==> config.mk <==
export PLATFORM = sky130hd
export DESIGN_NAME = dynamicisor
export DESIGN_NICKNAME = d
export VERILOG_FILES = /design/src/rtl/dynamicisor.sv
export SDC_FILE = /design/constraint.sdc
export NUM_CORES = 1
export LEC_CHECK = 0
export CORE_MARGIN = 2
export CORE_UTILIZATION = 30
export CTS_CLUSTER_SIZE = 12
export DETAILED_ROUTE_END_ITERATION = 8
export PLACE_DENSITY = 0.5
export SLEW_MARGIN = 20
export SYNTH_ARGS = -nofsm -noshare
export SYNTH_HDL_FRONTEND = slang
export SYNTH_SLANG_ARGS = --single-unit
==> constraint.sdc <==
create_clock -name w_CLK -period 2.58 [get_ports w_CLK]
set_input_delay 0.516 -clock w_CLK [delete_from_list [all_inputs] [get_ports w_CLK]]
set_output_delay 0.516 -clock w_CLK [all_outputs]
set_load 0.005 [all_outputs]
==> src/rtl/dynamicisor.sv <==
// rtl/dynamicisor.sv - static word to LSB-first bit-serial digit stream with one-deep holding buffer
module dynamicisor #(
    parameter int WIDTH = 32,
    parameter int GAP   = 8
) (
    input  logic             w_CLK,
    input  logic             w_RST_N,
    input  logic             ready,
    input  logic             w_LOAD,
    input  logic [WIDTH-1:0] b_DYN_in,
    output logic             w_FULL,
    output logic             w_BUSY,
    output logic             w_DYN_out,
    output logic             w_DYN_valid,
    output logic             w_SOW,
    output logic             w_EOW
);

    localparam int CW = (WIDTH + GAP > 1) ? $clog2(WIDTH + GAP) : 1;
    localparam logic [CW-1:0] LAST_DATA = CW'(WIDTH - 1);
    localparam logic [CW-1:0] LAST_GAP  = (GAP > 0) ? CW'(GAP - 1) : '0;

    typedef enum logic [1:0] {
        S_IDLE,
        S_DATA,
        S_GAP
    } state_t;

    state_t           state;
    state_t           nxt_state;
    logic [CW-1:0]    cnt;
    logic [CW-1:0]    nxt_cnt;
    logic [WIDTH-1:0] shreg;
    logic [WIDTH-1:0] nxt_shreg;
    logic [WIDTH-1:0] hold_q;
    logic             drain;
    logic             load_buf;

    // Loads that arrive while the shifter is working land in the holding buffer;
    // the buffer is drained at the edge closing a word, or from IDLE if one got parked there.
    always_comb begin
        nxt_state = state;
        nxt_cnt   = cnt;
        nxt_shreg = shreg;
        drain     = 1'b0;
        case (state)
            S_IDLE: begin
                nxt_cnt = '0;
                if (w_FULL) begin
                    nxt_state = S_DATA;
                    nxt_shreg = hold_q;
                    drain     = 1'b1;
                end else if (w_LOAD) begin
                    nxt_state = S_DATA;
                    nxt_shreg = b_DYN_in;
                end
            end
            S_DATA: begin
                if (cnt == LAST_DATA) begin
                    nxt_cnt = '0;
                    if (GAP > 0) begin
                        nxt_state = S_GAP;
                    end else if (w_FULL) begin
                        nxt_state = S_DATA;
                        nxt_shreg = hold_q;
                        drain     = 1'b1;
                    end else begin
                        nxt_state = S_IDLE;
                    end
                end else begin
                    nxt_cnt   = cnt + CW'(1);
                    nxt_shreg = shreg >> 1;
                end
            end
            S_GAP: begin
                if (cnt == LAST_GAP) begin
                    nxt_cnt = '0;
                    if (w_FULL) begin
                        nxt_state = S_DATA;
                        nxt_shreg = hold_q;
                        drain     = 1'b1;
                    end else begin
                        nxt_state = S_IDLE;
                    end
                end else begin
                    nxt_cnt = cnt + CW'(1);
                end
            end
            default: begin
                nxt_state = S_IDLE;
                nxt_cnt   = '0;
            end
        endcase
        load_buf = w_LOAD && !w_FULL && (state != S_IDLE);
    end

    // Outputs are registered copies of what the next state will present.
    always_ff @(posedge w_CLK) begin
        if (!w_RST_N) begin
            state       <= S_IDLE;
            cnt         <= '0;
            shreg       <= '0;
            hold_q      <= '0;
            w_FULL      <= 1'b0;
            w_BUSY      <= 1'b0;
            w_DYN_out   <= 1'b0;
            w_DYN_valid <= 1'b0;
            w_SOW       <= 1'b0;
            w_EOW       <= 1'b0;
        end else if (ready) begin
            state <= nxt_state;
            cnt   <= nxt_cnt;
            shreg <= nxt_shreg;
            if (load_buf) begin
                hold_q <= b_DYN_in;
            end
            if (drain) begin
                w_FULL <= 1'b0;
            end else if (load_buf) begin
                w_FULL <= 1'b1;
            end
            w_BUSY      <= (nxt_state != S_IDLE);
            w_DYN_out   <= (nxt_state == S_DATA) && nxt_shreg[0];
            w_DYN_valid <= (nxt_state == S_DATA);
            w_SOW       <= (nxt_state == S_DATA) && (nxt_cnt == '0);
            w_EOW       <= (nxt_state == S_DATA) && (nxt_cnt == LAST_DATA);
        end
    end

endmodule

==> metrics.csv <==
metric,value,unit
Final Util,0.390,
H-tree depth,3,
FF-to-FF End,shreg[13],
row cnt,40,
uppermost layer routed,met4,
met1 wire length,4.56,mm
Layout area overhead,25.7,%
placed cells,629,
CTS tree,yes,
routed wl met2,4.58,mm
Slew Limit Fails,0,
Reg2Reg Launch Point,cnt[1],
max_cap viols,0,
synthesized area per cell,8.64,um^2
routed len/inst,15.1,um
Max Freq,0.418,GHz
"Seq/Total Area, Yosys",0.416,
Synth Cell Area,3760,um^2
maximum VDD drop,0.256,mV
CP Capture Type,flip-flop,
Hold Path Class,flip-flop to flip-flop,
TritonCTS sink count,78,
clock buffer count from CTS,9,
dpl hpwl,6.11,mm
synth top area cells,"dfxtp_1 (42%), nand2_1 (10%), a222oi_1 (8.0%)",
"Setup violations, final",0,
met3 routed WL,431,um
Routability Congestion,0.824,
TritonRoute pass-1 iters,6,
DP Worst Slack,0.0489,ns
R2R cell count,7,
vias per inst,5.16,
number of synthesized register bits,78,
die width,116,um
Initial Util,0.310,
Cell Pwr Density,603,nW/um^2
Final Skew,0.00471,ns
Yosys top cell by area,dfxtp_1,
global-route wire length before repair,16.1,mm
post-route antenna net violation count,0,
largest net degree at the start of global routing,68,
"Distinct cells, synth",46,
hold path cells,2,
Root Driver,clkbuf_16,
initial antenna violation count,0,
Top-Level Pins,42,
total core area,12100,um^2
Worst Setup SP,cnt[1],
Ys Warns,0,
crit path DAT,2.67,ns
number of global-route vias before repair,3227,
Post-Route WL,9.72,mm
crit path capture,shreg[13],
leakage,1.60,nW
worst hold margin,0.452,ns
synthesized instance count,435,
Worst-path clk slew,0.06,ns
DRT iter0 DRCs,308,
Mapped Nets,476,
Vias,3330,
period utilization,0.928,
origin of the worst min-delay path,shreg[12],
DRC,0,
Post-synth EDFFs,0,
critical path class,flip-flop to flip-flop,
Final nets,513,
Async SR Flop Fraction,0,
GR Util All Layers,0.154,
Buffers on Ports,41,
Period minus WS final,2.39,ns
worst skew pair latency,0.34,ns
status,finished clean,
Max-slew headroom,0.624,
R2R Setup Slk,0.19,ns
most frequent cells after synthesis,"nand2_1 (100), dfxtp_1 (78), clkbuf_1 (36)",
post-CTS setup buffer count,0,
final std cells w/o fill,645,
grt ovf,0,
Main synth FF type,dfxtp_1,
fraction of layout instances using a drive strength above 1,0.0922,
TNS Setup,0,ns
die area,13400,um^2
Final WS setup,0.185,ns
DIE HEIGHT,116,um
number of gates resized after cts,0,
"count leader, synth",nand2_1,
CP Data Required Time,2.85,ns
RSZ-0062 raised after global routing,false,
type of origin of the critical path,flip-flop,
top-area cell type share of the netlist area,0.416,
CP max FO,62,
"Hold Vio Cnt, Final",0,
clk buf depth,2,
Ant. Diodes,0,
cts hold-fix bufs,0,
worst-margin pin slew,0.561,ns
-- layout by cell type, fill, tap and decap left out, types with 4 or more instances in the layout --
master and n:
o211ai_1 5, a222oi_1 30, o21a_1 6, clkbuf_16 9, nor2b_1 8, nand2b_1 4, a21boi_0 34, dfxtp_1 78
or3_1 32, inv_1 5, clkdlybuf4s50_1 40, ha_1 5, a21boi_1 31, nand3_1 5, nand2_1 100, buf_4 23
-- critical path: stages (launching register included) --
cell and delay (ns):
dfxtp_1 0.38, ha_1 0.29, nand2b_1 0.14, o21a_1 0.22
or4_1 0.57, buf_12 0.22, or3_1 0.37, a21boi_1 0.13
-- where the power goes --
part,internal [mW],total [mW],switching [mW],leakage (nW)
sequential,1.24,1.26,0.0199,0.632
clock,0.747,1.25,0.504,0.143
combinational,0.166,0.336,0.170,0.824
-- cell type report --
cell class	instances	area, um^2
multi-input cells	312	2030
flip-flops and latches	78	1560
clock buffers	10	229
inverters	5	18.8
fillers	1232	7390
repair buffers	66	618
well taps	168	210
clock inverters	6	61.3
-- worst min path at each step --
stage                     slack (ns)   endpoint
after CTS                       0.45  shreg[12]
final                           0.45  shreg[12]
after detailed placement        0.44      w_SOW
after global routing            0.47   shreg[2]
after global placement          0.44   shreg[2]
after floorplan                 0.43  shreg[10]
-- through the flow --
step	power [mW]	area [um^2]
detailed placement	1.63	4430
global placement	1.63	4430
floorplan	1.48	3760
global route	2.97	4720
finish	2.85	4720
CTS	2.89	4720
-- per-layer routing --
metal / up-vias / GRT usage
li1: 1669 / -
met1: 1586 / 0.193
met2: 64 / 0.254
met3: 11 / 0.0392
met4: 0 / 0.0579
met5: - / 0
-- flip-flops by register name, summed over array words and instances, names as in the netlist, 2 cells and up --
register / flops
cnt: 6
shreg: 32
hold_q: 32
state: 2
-- logic make-up (layout without fill, tap and decap cells) --
group / Yosys count / count (layout) / share of synthesized area
simple gates: 165 / 165 / 0.211
compound gates: 135 / 135 / 0.288
flops: 78 / 78 / 0.416
buf+inv: 45 / 87 / 0.0513
fa+ha+maj: 5 / 5 / 0.0167
xor+xnor: 4 / 4 / 0.00933
mux: 3 / 3 / 0.00799
Note: power is estimated with default switching activity, not from simulation.
